===== src/rtl/pulse_gen_pkg.sv =====
`default_nettype none
// ============================================================================
//  Module   : pulse_gen_pkg
//  Purpose  : Shared types and constants for the pulse generator / capture path
//  Revision : 1.0 - initial release
// ============================================================================
package pulse_gen_pkg;

   // Bins per clk300 cycle; also the width of the serializer word.
   localparam int SER_W_DEF = 16;

   // Request sequencing states.
   typedef enum logic [1:0] {
      IDLE  = 2'd0,
      DELAY = 2'd1,
      EMIT  = 2'd2
   } pg_state_t;

endpackage
`default_nettype wire


===== src/rtl/pulse_gen_mask.sv =====
`default_nettype none
// ============================================================================
//  Module   : pulse_gen_mask
//  Purpose  : Combinational contiguous bit mask: i_count ones starting at bit
//             i_start. Caller guarantees i_start + i_count <= SER_W.
//  Revision : 1.0 - initial release
// ============================================================================
module pulse_gen_mask
   import pulse_gen_pkg::*;
#(
   parameter int SER_W = SER_W_DEF,
   parameter int PT_W  = $clog2(SER_W)
) (
   input  logic [PT_W-1:0]  i_start,
   input  logic [PT_W:0]    i_count,
   output logic [SER_W-1:0] o_mask
);

   logic [SER_W-1:0] w_ones;

   // Low i_count bits set (a shift by SER_W clears everything, giving all ones),
   // then moved up to the start bin.
   always_comb begin
      w_ones = ~({SER_W{1'b1}} << i_count);
      o_mask = w_ones << i_start;
   end

endmodule
`default_nettype wire


===== src/rtl/pulse_gen_ser.sv =====
`default_nettype none
// ============================================================================
//  Module   : pulse_gen_ser
//  Purpose  : Turns timed pulse requests (coarse delay, fine phase, width in
//             bins) into SER_W-bit words for an LSB-first output serializer.
//  Options  : PULSE_GEN_COUNT_EN - adds pulse_cnt, a count of completed
//             non-null requests.
//  Revision : 1.0 - initial release
// ============================================================================
module pulse_gen_ser
   import pulse_gen_pkg::*;
#(
   parameter int SER_W   = SER_W_DEF,
   parameter int PT_W    = $clog2(SER_W),
   parameter int WIDTH_W = 8,
   parameter int DELAY_W = 8
) (
   input  logic               clk300,
   input  logic               rst_n,
   input  logic               req_valid,
   output logic               req_ready,
   input  logic [PT_W-1:0]    req_ptime,
   input  logic [WIDTH_W-1:0] req_width,
   input  logic [DELAY_W-1:0] req_delay,
   output logic [SER_W-1:0]   ser_word,
`ifdef PULSE_GEN_COUNT_EN
   output logic [15:0]        pulse_cnt,
`endif
   output logic               busy,
   output logic               done
);

   localparam int REM_W = WIDTH_W + 1;
   localparam int CNT_W = PT_W + 1;

   pg_state_t          r_state;
   logic [PT_W-1:0]    r_start;
   logic [REM_W-1:0]   r_rem;
   logic [DELAY_W-1:0] r_dly;
   logic [SER_W-1:0]   r_word;
   logic               r_ready;
   logic               r_busy;
   logic               r_done;

   logic               w_accept;
   logic [CNT_W-1:0]   w_room;
   logic [REM_W-1:0]   w_room_ext;
   logic [CNT_W-1:0]   w_count;
   logic [REM_W-1:0]   w_count_ext;
   logic [SER_W-1:0]   w_mask;

   assign w_accept    = req_valid & r_ready;

   // Bins left in the current word, and how many of them this word carries.
   assign w_room      = CNT_W'(SER_W) - {1'b0, r_start};
   assign w_room_ext  = {{(REM_W-CNT_W){1'b0}}, w_room};
   assign w_count     = (r_rem < w_room_ext) ? r_rem[CNT_W-1:0] : w_room;
   assign w_count_ext = {{(REM_W-CNT_W){1'b0}}, w_count};

   pulse_gen_mask #(
      .SER_W (SER_W),
      .PT_W  (PT_W)
   ) u_mask (
      .i_start (r_start),
      .i_count (w_count),
      .o_mask  (w_mask)
   );

   // Request sequencer: capture on accept, count down the delay, emit words,
   // then one trailing cycle that signals done with an empty word.
   always_ff @(posedge clk300 or negedge rst_n) begin
      if (!rst_n) begin
         r_state <= IDLE;
         r_start <= '0;
         r_rem   <= '0;
         r_dly   <= '0;
         r_word  <= '0;
         r_ready <= 1'b0;
         r_busy  <= 1'b0;
         r_done  <= 1'b0;
      end else begin
         r_done <= 1'b0;
         case (r_state)
            IDLE: begin
               r_word  <= '0;
               r_ready <= 1'b1;
               if (w_accept) begin
                  r_start <= req_ptime;
                  r_rem   <= {1'b0, req_width};
                  r_dly   <= req_delay;
                  r_ready <= 1'b0;
                  r_busy  <= 1'b1;
                  // A null request skips the delay and finishes next cycle.
                  if ((req_width != '0) && (req_delay != '0)) begin
                     r_state <= DELAY;
                  end else begin
                     r_state <= EMIT;
                  end
               end
            end
            DELAY: begin
               r_word <= '0;
               r_dly  <= r_dly - DELAY_W'(1);
               if (r_dly == DELAY_W'(1)) begin
                  r_state <= EMIT;
               end
            end
            EMIT: begin
               if (r_rem == '0) begin
                  r_word  <= '0;
                  r_done  <= 1'b1;
                  r_ready <= 1'b1;
                  r_busy  <= 1'b0;
                  r_state <= IDLE;
               end else begin
                  // Later words always start at bin 0 so the pulse stays contiguous.
                  r_word  <= w_mask;
                  r_rem   <= r_rem - w_count_ext;
                  r_start <= '0;
               end
            end
            default: begin
               r_word  <= '0;
               r_ready <= 1'b1;
               r_busy  <= 1'b0;
               r_state <= IDLE;
            end
         endcase
      end
   end

   assign req_ready = r_ready;
   assign ser_word  = r_word;
   assign busy      = r_busy;
   assign done      = r_done;

`ifdef PULSE_GEN_COUNT_EN
   logic        r_nonnull;
   logic [15:0] r_cnt;

   // Count requests that complete with at least one pulse bin; wraps naturally.
   always_ff @(posedge clk300 or negedge rst_n) begin
      if (!rst_n) begin
         r_nonnull <= 1'b0;
         r_cnt     <= '0;
      end else begin
         if (w_accept) begin
            r_nonnull <= |req_width;
         end
         if ((r_state == EMIT) && (r_rem == '0) && r_nonnull) begin
            r_cnt <= r_cnt + 16'd1;
         end
      end
   end

   assign pulse_cnt = r_cnt;
`endif

endmodule
`default_nettype wire


===== config.mk =====
export PLATFORM = sky130hd
export DESIGN_NAME = pulse_gen_ser
export DESIGN_NICKNAME = d
export VERILOG_FILES = /design/src/rtl/pulse_gen_pkg.sv /design/src/rtl/pulse_gen_mask.sv /design/src/rtl/pulse_gen_ser.sv
export SDC_FILE = /design/constraint.sdc
export NUM_CORES = 1
export LEC_CHECK = 0
export BUFFER_PORTS_ARGS = -buffer_cell sky130_fd_sc_hd__buf_4
export CAP_MARGIN = 40
export CORE_MARGIN = 2
export CORE_UTILIZATION = 54
export CTS_BUF_LIST = sky130_fd_sc_hd__clkbuf_8
export DETAILED_ROUTE_END_ITERATION = 6
export PLACE_DENSITY = 0.78
export SLEW_MARGIN = 25
export SYNTH_ARGS = -nofsm -noshare
export SYNTH_HDL_FRONTEND = slang
export SYNTH_SLANG_ARGS = --single-unit

===== constraint.sdc =====
create_clock -name clk300 -period 4.1 [get_ports clk300]
set_input_delay 0.41 -clock clk300 [delete_from_list [all_inputs] [get_ports clk300]]
set_output_delay 0.41 -clock clk300 [all_outputs]
set_load 0.02 [all_outputs]

Word-level counts from Yosys, hierarchy flattened --
Cells that the tools add are included.
Word-level totals: input bits 23, register bits 42, output and inout port bits 19, word-level logic and storage cells 60
Operators by class: magnitude comparators 1, add/sub/neg operators 3, reduce and logical (&&, ||, !) cells 12, mux-type cells 24, equal/unequal tests 7, shift operators 2, bitwise operators 3
Operators by type and width (number):
- 16-bit two-way mux | 2
- 9-bit two-way mux | 2
- 9-bit case mux with 2 select lines | 1
- 16-bit NOT | 1
- 8-bit case mux with 2 select lines | 1
- 8-bit nonzero test | 2
- 16-bit by 4-bit left shift with 16-bit output | 1
- 16-bit by 5-bit left shift with 16-bit output, first input constant | 1
- 9-bit zero test | 1
- 9-bit by 5-bit < comparator with 1-bit output | 1
- 3-bit AND reduction | 3
- 9-bit by 5-bit subtractor with 9-bit output | 1
- 8-bit by 1-bit equality test with 1-bit output, second input constant | 1
- 2-bit two-way mux | 4
- 4-bit two-way mux | 2
- 8-bit two-way mux | 1
- 2-bit inequality test, second input constant | 4
- 4-bit case mux with 2 select lines | 1
- 8-bit by 1-bit subtractor with 8-bit output, second input constant | 1
- 1-bit two-way mux | 6
- 1-bit case mux with 3 select lines | 2
- 2-bit case mux with 3 select lines | 1
- 5-bit two-way mux | 1
- 5-bit by 4-bit subtractor with 5-bit output, first input constant | 1
- other kinds (8) | 10

Logic depth before layout (Yosys ltp) --
Gate-level depths: netlist of run 1.
word-level depth 8, mapped depth 20, depth with buffers taken out 19

Cells and area by module --
Synthesis of run 1 repeated with hierarchy kept, for this count alone.
Unflattened totals: cells, all modules 392, area, all modules 3276.9 sq um
By module, submodules not included:
- pulse_gen_ser | times used 1, cells each 288, area each 2638.8 sq um, seq. area each 1051.0 sq um
- pulse_gen_mask | times used 1, cells each 104, area each 638.1 sq um, seq. area each 0.0 sq um

Least setup slack after synthesis of run 1 --
No wires, ideal clock.
path type reg-to-reg, start point register r_start[0], end point register r_rem[8], cell stages (with the launch flop) 19, setup time 0.078 ns, slack -0.004 ns, data arrival time 4.026 ns, period minus slack after synthesis 4.104 ns, cells stage by stage dfrtp_1 > clkbuf_1 > inv_1 > ha_1 > inv_1 > ha_1 > a211oi_2 > o31ai_4 > nand2_1 > o21ai_0 > ha_1 > inv_1 > fa_1 > a31oi_1 > o2bb2ai_1 > a21oi_2 > nor2b_1 > or3_1 > a21oi_1
Between the ends: longest elaborated chain between the ends 6
RTL lines:
- start: declaration | RTL line pulse_gen_ser.sv:37 | logic [PT_W-1:0] r_start;
- start signal: assignment | RTL line pulse_gen_ser.sv:88 | r_start <= req_ptime;
- 5-bit by 4-bit subtractor with 5-bit output * | RTL line pulse_gen_ser.sv:55 | assign w_room = CNT_W'(SER_W) - {1'b0, r_start};
- 9-bit by 5-bit < comparator with 1-bit output | RTL line pulse_gen_ser.sv:57 | assign w_count = (r_rem < w_room_ext) ? r_rem[CNT_W-1:0] : w_room;
- 5-bit two-way mux * | RTL line pulse_gen_ser.sv:57
- 9-bit by 5-bit subtractor with 9-bit output * | RTL line pulse_gen_ser.sv:118 | r_rem <= r_rem - w_count_ext;
- 9-bit two-way mux * | RTL line pulse_gen_ser.sv:109 | if (r_rem == '0) begin
- 9-bit case mux with 2 select lines * | RTL line pulse_gen_ser.sv:83 | case (r_state)
- end signal: assignment | RTL line pulse_gen_ser.sv:89 | r_rem <= {1'b0, req_width};
- end signal: assignment | RTL line pulse_gen_ser.sv:118
- end: declaration | RTL line pulse_gen_ser.sv:38 | logic [REM_W-1:0] r_rem;
Every way passes the cells marked *; elsewhere a longest branch is shown, timed or not. The select of a mux whose other input is x is not followed. A chain may end at the register's enable or synchronous reset.

Worst setup path in the final report of run 1 --
Ends and elaborated chain as after synthesis.

==> flow_summary_export.csv, run 1 <==
group,metric,value,unit
finish,num-nets-final,446,
logic_synthesis,synthAdderAreaFrac,0.0419,
timing,hold_viol_final,0,
grt,use_met1,0.382,
logic_synthesis,yosys_most_used_dff,"dfrtp_1",
placed_design,gp_congestion,0.947,
logic_synthesis,yosys.area.top_type_share,0.332,
grt,grt_first_pass_wirelength,14000,um
clocking,htree_num_levels,2,
clocking,cts_tree,"done",
critical_path,critPathBufInv,3,
critical_path,critical_path.top_delay_family,"compound AO/OA/AOI/OAI gates",
critical_path,cp_max_fo,5,
floorplan,pin_count,42,
timing,setup_viol,0,
critical_path,cp.depth,19,
floorplan,initial_core_util,0.568,
grt,grt_max_degree,43,
critical_path,critPathKind,"reg2reg",
floorplan,core,0.00557,mm^2
grt,met3_usage,0.0348,
timing,min_period_over_period,0.948,
grt,met2_usage,0.449,
timing,finalSetupTns,0,ps
clocking,cts_hold_buf,0,
pwr,sw_frac_of_total,0.529,
critical_path,worstSetupEndpointType,"flip-flop",
logic_synthesis,synth_xor_area_frac,0.0190,
critical_path,arrival,4120,ps
job,drv_cap,0,
pwr,p_seq_frac,0.212,
finish,drive_gt1_frac,0.217,
pwr,p_int,1.54,mW
floorplan,die_y,80.6,um
pwr,vdd_drop_max,0.000647,V
grt,grt_pass1_vias,2908,
grt,antenna_found_initial,0,
placed_design,dp_cells,478,
timing,tightest_slew,808,ps
logic_synthesis,syn_inst,379,
timing,relSlewSlack,0.458,
critical_path,crit_start,"r_start[0]",
pwr,comb_power_share,0.678,
finish,fillers,473,
route,vias,3225,
pwr,p_clk_frac,0.110,
floorplan,dieArea,0.00649,mm^2
pwr,power_density,896,mW/mm^2
logic_synthesis,syn_area,0.00317,mm^2
timing,clock-skew-final,6.35,ps
logic_synthesis,synth_simple_gate_area_frac,0.230,
logic_synthesis,muxShareOfSynthArea,0.0130,
logic_synthesis,ys_ff_latch,42,
placed_design,hpwl,6140,um
route,remaining_drc_errors,0,
logic_synthesis,seq_area_frac_synth,0.332,
logic_synthesis,synth.avg_cell_area,8.36,um^2
route,postRouteAntennaNets,0,
critical_path,r2r-end,"r_rem[8]",
logic_synthesis,synth_top_area_cell,"dfrtp_1",
critical_path,rrSetupSlack,210,ps
clocking,cts_max_path_buffers,2,
clocking,numCtsBuffers,5,
finish,final_cells,486,
run_status,outcome,"completed",
floorplan,fp-row-count,27,
critical_path,reg2reg_depth,19,
critical_path,cp_cell_sequence,"inv_1 -> ha_1 -> and2_1 -> inv_1 -> ha_1 -> a2111oi_4 -> o31ai_4 -> nand2_1 -> nand2_1 -> o21ai_0 -> ha_1 -> inv_1 -> fa_1 -> a31oi_1 -> o2bb2ai_1 -> a21oi_2 -> nor2b_1 -> or3_1 -> a21oi_1",
timing,fmax,257,MHz
route,routedWlPerCell,17.6,um
timing,min_period,3890,ps
clocking,numClockSinks,42,
logic_synthesis,synth_top_family_by_area,"compound AO/OA/AOI/OAI gates",
floorplan,fp.dieW,80.6,um
route,dr.pass1.iters,5,
logic_synthesis,synth_warnings,0,
clocking,cts-root-buf,"clkbuf_8",
route,drt-total-wl,8550,um
finish,multi_input_area,0.00196,mm^2
logic_synthesis,synth_compound_area_frac,0.313,
clocking,clk_pin_slew_worst_paths,90,ps
placed_design,port_buffers,41,
pwr,leakagePower,1.53,nW
route,drt_iter0_drc,352,
critical_path,crit_slowest_cell,"fa_1",
logic_synthesis,synth-edff-count,0,
critical_path,r2r_start,"r_start[0]",
finish,regArea,0.00105,mm^2
logic_synthesis,syn-num-nets,412,
logic_synthesis,synth.area.top_cells,"dfrtp_1 33%, nand2_1 5.5%, nor2_1 4.6%",
grt,grtUsageTotal,0.277,
critical_path,cp_slowest_stage_delay,420,ps
critical_path,crit_required,4330,ps
timing,drv_slew,0,
logic_synthesis,async_flop_share,1.00,
critical_path,startpoint_type,"flip-flop",
timing,rsz0062_at_grt,"false",
hold_path,min_path_type,"in2async",
grt,grt_overflow,0,
clocking,clk_latency,310,ps
critical_path,endpoint,"r_rem[8]",
pwr,power.switching,1.73,mW
finish,syn_to_final_growth,15.2,%
route,vias_per_cell,6.64,
finish,antenna_cells,0,
grt,grt_busiest_layer,"met2",
logic_synthesis,ys_types,70,
## through the flow
| stage | worst slack, ps | area (um^2) | utilization | power, mW | hold WS, ps |
|---|---|---|---|---|---|
| after global placement | 333 | 3520 | 0.632 | 2.80 | 435 |
| after floorplan | 108 | 3170 | - | 2.40 | 114 |
| after CTS | 189 | 3650 | 0.654 | 3.20 | 117 |
| final | 213 | 3650 | 0.655 | 3.27 | 71.9 |
| after global routing | 14.7 | 3650 | 0.655 | 3.51 | 138 |
| after detailed placement | 229 | 3530 | 0.633 | 2.84 | 446 |
## kinds of logic after synthesis
group | after synthesis
adders and majority gates | 10
xor gates and xnor gates | 6
AOI/OAI and AO/OA | 132
buffers and inverters | 37
muxes | 3
and+or+nand+nor | 149
DFF | 42
## layout by cell type (no fill, tap or decap), types with 3 or more instances in the layout
cell / synthesis / final
nor2b_1: 4 / 4
ha_1: 9 / 9
a211oi_1: 5 / 5
nand3_1: 17 / 17
o21a_1: 4 / 4
buf_4: 1 / 50
nand2_1: 46 / 46
a22oi_1: 4 / 4
dfrtp_1: 42 / 42
inv_1: 12 / 12
or3_1: 7 / 7
o31ai_1: 4 / 4
xnor2_1: 4 / 4
a21oi_1: 25 / 25
nor2_1: 39 / 38
a21o_1: 6 / 6
nor3_1: 11 / 10
o22ai_1: 3 / 3
a31oi_1: 9 / 9
nand2b_1: 5 / 5
o21ai_0: 28 / 28
o311ai_0: 4 / 4
nor4_1: 5 / 5
a21oi_2: 3 / 3
o221ai_1: 3 / 3
clkbuf_8: 0 / 5
a211oi_2: 3 / 3
## worst min path at each step
stage / startpoint / endpoint / slack (ps) / cells after the start
floorplan: rst_n / busy / 110 / 0
global placement: rst_n / ser_word[3] / 440 / 1
detailed placement: rst_n / ser_word[1] / 450 / 1
CTS: rst_n / r_rem[1] / 120 / 1
global route: rst_n / ser_word[13] / 140 / 1
finish: rst_n / ser_word[1] / 70 / 1
## state kept, by name, summed over array words and instances, names as in the netlist
signal / flops
busy: 1
done: 1
r_dly: 8
r_rem: 9
r_start: 4
r_state: 2
req_ready: 1
ser_word: 16
## layer usage
metal / routed length [um] / part of all wire
met5: 0 / 0
met4: 228 / 0.027
met3: 591 / 0.069
met2: 4080 / 0.48
met1: 3650 / 0.43
## layout make-up
cell class	count	area share
clock buffer	5	0.0189
clock inverter	3	0.0134
inverter	14	0.0144
multi-input combinational	300	0.538
sequential	42	0.288
tap	72	0.0247
timing repair buffer	50	0.103
## synth_stat cells (3+ instances only)
cell type,instances
xnor2_1,4
or3_1,7
a22oi_1,4
o21a_1,4
nand2b_1,5
a31oi_1,9
nor2_1,39
o221ai_1,3
dfrtp_1,42
o22ai_1,3
a211oi_1,5
a21oi_1,25
a211oi_2,3
a21oi_2,3
buf_2,3
nand3_1,17
a21o_1,6
nor2b_1,4
clkbuf_1,17
nor3_1,11
ha_1,9
o31ai_1,4
o311ai_0,4
inv_1,12
nor4_1,5
o21ai_0,28
nand2_1,46
## timing repair
item / in CTS / in global routing
buffers inserted: 0 / 0
gates resized for setup: 0 / 1
hold endpoints to repair: 0 / 0
endpoints found under the setup margin: 0 / 1
## power groups by stage
| stage | Clock (mW) | Combinational, mW | Sequential, mW |
|---|---|---|---|
| global placement | 0 | 2.11 | 0.691 |
| floorplan | 0 | 1.76 | 0.638 |
| finish | 0.359 | 2.21 | 0.694 |
| detailed placement | 0 | 2.14 | 0.694 |
| global route | 0.375 | 2.42 | 0.713 |
| CTS | 0.354 | 2.16 | 0.686 |
(Power assumes the default switching activity.)
==> run 2, diff against run 1 <==
--- a/config.mk
+++ b/config.mk
@@ -12,6 +12,7 @@
 export CTS_BUF_LIST = sky130_fd_sc_hd__clkbuf_8
 export DETAILED_ROUTE_END_ITERATION = 6
 export PLACE_DENSITY = 0.78
+export REMOVE_ABC_BUFFERS = 1
 export SLEW_MARGIN = 25
 export SYNTH_ARGS = -nofsm -noshare
 export SYNTH_HDL_FRONTEND = slang
==> run 2 against run 1 <==
Against the previous run:
- clock power decreased by 21%
- total power decreased by 2.0%
- sequential share of layout area about the same
- critical path depth decreased by 4
==> flow_summary_export.csv, run 2 (synthesis results as in run 1) <==
group,metric,value,unit
pwr,leakagePower,1.53,nW
timing,min_period_over_period,0.932,
clocking,cts_hold_buf,0,
route,drt-total-wl,8310,um
critical_path,rrSetupSlack,280,ps
clocking,cts_tree,"done",
timing,clock-skew-final,4.72,ps
clocking,cts-root-buf,"clkbuf_8",
route,routedWlPerCell,17.0,um
clocking,post-cts-setup-buffers,0,
timing,holdWs,77.1,ps
clocking,cts_max_path_buffers,2,
pwr,vdd_drop_max,0.000554,V
pwr,p_seq_frac,0.211,
clocking,clk_latency,290,ps
timing,tightest_slew,641,ps
grt,antenna_found_initial,0,
route,postRouteAntennaNets,0,
grt,grt_first_pass_wirelength,13800,um
floorplan,pin_count,42,
critical_path,arrival,4040,ps
finish,fin_util,0.654,
pwr,p_clk_frac,0.089,
timing,drv_slew,0,
hold_path,min_path_type,"in2async",
clocking,numClockSinks,42,
finish,final_cells,488,
critical_path,reg2reg_depth,15,
finish,largest_reg_flops,16,
grt,grt_pass1_vias,2841,
critical_path,startpoint_type,"flip-flop",
floorplan,core,0.00557,mm^2
critical_path,r2r_start,"r_start[1]",
grt,grt_max_degree,43,
critical_path,critPathKind,"reg2reg",
finish,most-common-layout-cells,"51 x buf_4, 46 x nand2_1, 42 x dfrtp_1",
grt,grtUsageTotal,0.272,
floorplan,dieArea,0.00649,mm^2
timing,min_period,3820,ps
critical_path,cp_max_fo,10,
finish,regArea,0.00105,mm^2
clocking,htree_num_levels,2,
job,drv_cap,0,
timing,setup_viol,0,
finish,multi_input_area,0.00196,mm^2
route,remaining_drc_errors,0,
clocking,cts_resized,0,
timing,hold_viol_final,0,
route,dr.pass1.iters,5,
finish,syn_to_final_growth,15.1,%
pwr,p_total,3.20,mW
clocking,numCtsBuffers,5,
pwr,power_density,878,mW/mm^2
finish,antenna_cells,0,
placed_design,dp_cells,480,
route,vias_per_cell,6.40,
placed_design,gp_congestion,0.963,
run_status,outcome,"completed",
pwr,comb_power_share,0.700,
placed_design,hpwl,6140,um
timing,fmax,262,MHz
floorplan,die_y,80.6,um
route,vias,3122,
grt,grt_overflow,0,
pwr,power.switching,1.70,mW
floorplan,fp.dieW,80.6,um
finish,layout_commonest_cell,"buf_4",
critical_path,r2r-end,"r_rem[8]",
clocking,clk_pin_slew_worst_paths,80,ps
timing,rsz0062_at_grt,"false",
finish,fillers,484,
placed_design,port_buffers,41,
finish,num-nets-final,448,
critical_path,worstSetupEndpointType,"flip-flop",
pwr,p_int,1.50,mW
finish,drive_gt1_frac,0.221,
floorplan,fp-row-count,27,
timing,relSlewSlack,0.568,
floorplan,initial_core_util,0.568,
route,drt_iter0_drc,309,
critical_path,crit_required,4320,ps
pwr,sw_frac_of_total,0.530,
run 2: changes by cell type in the layout (fill, tap and decap cells not counted), sizes merged:
cell    change
clkbuf      +1
bufinv      -1
clkinv      +1
inv         -1
buf         +2
run 2: worst max path at each step:
stage          cells past startpoint  startpoint  endpoint
3_3_place_gp                      19  r_start[0]  r_rem[8]
5_1_grt                           18  r_start[3]  r_rem[8]
6_report                          15  r_start[1]  r_rem[8]
4_1_cts                           19  r_start[0]  r_rem[8]
2_1_floorplan                     17  r_start[1]  r_rem[8]
3_5_place_dp                      15  r_start[1]  r_rem[8]
run 2: critical path, stage by stage (launching register included):
cell and delay (ps):
dfrtp_1 360, clkinv_1 90, ha_2 400, inv_1 60
ha_1 320, a211oi_2 100, o31a_1 350, o21ai_4 310
a21oi_2 180, fa_1 460, a31oi_1 170, o2bb2ai_1 110
a21oi_2 250, nor2b_1 100, or3_1 350, a21oi_1 140
run 2: power groups by stage:
stage	registers [mW]	clock network [mW]	logic, mW
after floorplan	0.739	0	1.58
after global placement	0.673	0	2.16
after detailed placement	0.677	0	2.18
after CTS	0.671	0.292	2.19
after global routing	0.693	0.310	2.46
final	0.676	0.285	2.24
run 2: stage by stage:
step / area (um^2) / setup TNS, ps / setup slack (ps)
final: 3640 / 0 / 279
after global routing: 3640 / 0 / 9.40
after CTS: 3640 / 0 / 274
after detailed placement: 3550 / 0 / 285
after global placement: 3540 / 0 / 403
after floorplan: 3060 / -565 / -321
run 2: layout make-up:
class                      count  share of cell area
multi-input combinational    300               0.538
sequential                    42               0.288
timing repair buffer          52               0.108
tap                           72              0.0247
clock buffer                   6              0.0227
inverter                      14              0.0144
clock inverter                 2             0.00343
run 2: routing by layer:
layer | GRT usage | vias up | wire (um)
li1 | - | 1472 | -
met1 | 0.366 | 1456 | 3630
met2 | 0.441 | 158 | 3810
met3 | 0.0404 | 36 | 543
met4 | 0.105 | 0 | 318
met5 | 0 | - | 0
==> run 3, diff against run 2 <==
--- a/config.mk
+++ b/config.mk
@@ -6,10 +6,9 @@
 export NUM_CORES = 1
 export LEC_CHECK = 0
 export BUFFER_PORTS_ARGS = -buffer_cell sky130_fd_sc_hd__buf_4
-export CAP_MARGIN = 40
 export CORE_MARGIN = 2
 export CORE_UTILIZATION = 54
-export CTS_BUF_LIST = sky130_fd_sc_hd__clkbuf_8
+export CTS_BUF_LIST = sky130_fd_sc_hd__clkbuf_2 sky130_fd_sc_hd__clkbuf_4 sky130_fd_sc_hd__clkbuf_8
 export DETAILED_ROUTE_END_ITERATION = 6
 export PLACE_DENSITY = 0.78
 export REMOVE_ABC_BUFFERS = 1
==> run 3 against run 2 <==
Against the previous run:
- via count decreased by 0.29%
- wire length increased by 0.72%
- hold slack about the same
- final area decreased by 0.14%
- clock power decreased by 2%
- sequential power about the same
==> flow_summary_export.csv, run 3 (synthesis results as in run 1) <==
group,metric,value,unit
run_status,outcome,"completed",
floorplan,die_y,80.6,um
timing,min_period,3830,ps
timing,setup_viol,0,
route,remaining_drc_errors,0,
critical_path,critPathKind,"reg2reg",
route,vias_per_cell,6.39,
pwr,p_total,3.20,mW
placed_design,hpwl,6220,um
critical_path,reg2reg_depth,15,
floorplan,fp.dieW,80.6,um
critical_path,r2r-end,"r_rem[8]",
timing,min_period_over_period,0.934,
finish,antenna_cells,0,
clocking,numClockSinks,42,
grt,grt_pass1_vias,2842,
critical_path,startpoint_type,"flip-flop",
placed_design,place_area,0.00354,mm^2
clocking,clk_pin_slew_worst_paths,80,ps
pwr,leakagePower,1.53,nW
clocking,clk_latency,290,ps
floorplan,core,0.00557,mm^2
timing,holdWs,76.7,ps
timing,drv_slew,0,
hold_path,min_path_type,"in2async",
critical_path,worstSetupEndpointType,"flip-flop",
job,drv_cap,0,
route,drt_iter0_drc,330,
critical_path,arrival,4050,ps
finish,largest_reg_flops,16,
grt,grt_overflow,0,
clocking,cts_tree,"done",
placed_design,port_buffers,41,
critical_path,cp_max_fo,10,
placed_design,dp_cells,479,
critical_path,crit_start,"r_start[1]",
route,dr.pass1.iters,5,
critical_path,crit_required,4320,ps
finish,drive_gt1_frac,0.219,
route,routedWlPerCell,17.2,um
timing,fmax,261,MHz
placed_design,gp_congestion,0.963,
finish,most-common-layout-cells,"51 x buf_4, 46 x nand2_1, 42 x dfrtp_1",
floorplan,fp-row-count,27,
finish,post-route-cell-area,0.00364,mm^2
clocking,cts-root-buf,"clkbuf_8",
route,drt-total-wl,8370,um
clocking,cts_hold_buf,0,
placed_design,dpl_worst_slack,291,ps
pwr,power_density,879,mW/mm^2
finish,final_cells,487,
timing,rsz0062_at_grt,"false",
grt,grtUsageTotal,0.271,
clocking,htree_num_levels,2,
clocking,cts_max_path_buffers,2,
floorplan,dieArea,0.00649,mm^2
finish,layout_commonest_cell,"buf_4",
timing,hold_viol_final,0,
floorplan,initial_core_util,0.568,
clocking,numCtsBuffers,5,
finish,fillers,494,
finish,syn_to_final_growth,14.9,%
floorplan,pin_count,42,
finish,num-nets-final,447,
pwr,vdd_drop_max,0.000515,V
critical_path,r2r_start,"r_start[1]",
timing,tightest_slew,654,ps
critical_path,rrSetupSlack,270,ps
route,postRouteAntennaNets,0,
grt,antenna_found_initial,0,
grt,grt_first_pass_wirelength,13700,um
timing,relSlewSlack,0.563,
route,vias,3113,
timing,worst_slack,269,ps
timing,clock-skew-final,5.37,ps
grt,grt_max_degree,43,
-- run 3: cell count changes in the layout (fill, tap and decap cells not counted), sizes merged --
cell	change
buf	-1
-- run 3: critical path: stages (launching register included) --
cell       delay (ps)
dfrtp_1           360
clkinv_1           80
ha_2              400
inv_1              60
ha_1              320
a211oi_2          100
o31a_1            360
o21ai_4           320
a21oi_2           190
fa_1              470
a31oi_1           180
o2bb2ai_1         110
a21oi_2           240
nor2b_1            90
or3_1             350
a21oi_1           140
-- run 3: per-layer routing --
layer,GRT usage,vias up,share of wire
li1,-,1469,-
met1,0.355,1451,0.42
met2,0.454,162,0.48
met3,0.0348,31,0.068
met4,0.102,0,0.030
met5,0,-,0
-- run 3: report_power, final --
group / switching, mW / internal, mW
Clock: 0.145 / 0.135
Combinational: 1.40 / 0.842
Sequential: 0.147 / 0.528
-- run 3: stage by stage --
stage | util | setup TNS (ps)
after floorplan | - | -565
after detailed placement | 0.634 | 0
after CTS | 0.651 | 0
final | 0.653 | 0
after global placement | 0.634 | 0
after global routing | 0.653 | 0
-- run 3: layout make-up --
type | count | area [um^2] | area share
clock buffers | 6 | 82.6 | 0.0227
flip-flops and latches | 42 | 1050 | 0.289
multi-input cells | 300 | 1970 | 0.541
clock inverters | 2 | 12.5 | 0.00344
well taps | 72 | 90.1 | 0.0248
repair buffers | 51 | 383 | 0.105
inverters | 14 | 52.6 | 0.0144
-- run 3: worst max-delay path by stage --
stage,end,slack (ps)
2_1_floorplan,r_rem[8],-320
3_3_place_gp,r_rem[8],400
3_5_place_dp,r_rem[8],290
4_1_cts,r_rem[8],250
5_1_grt,r_rem[8],4
6_report,r_rem[8],270
-- run 3: repair_timing --
action,CTS,global route
gates resized for setup,0,1
buffers inserted,0,0
setup endpoints to repair,0,1
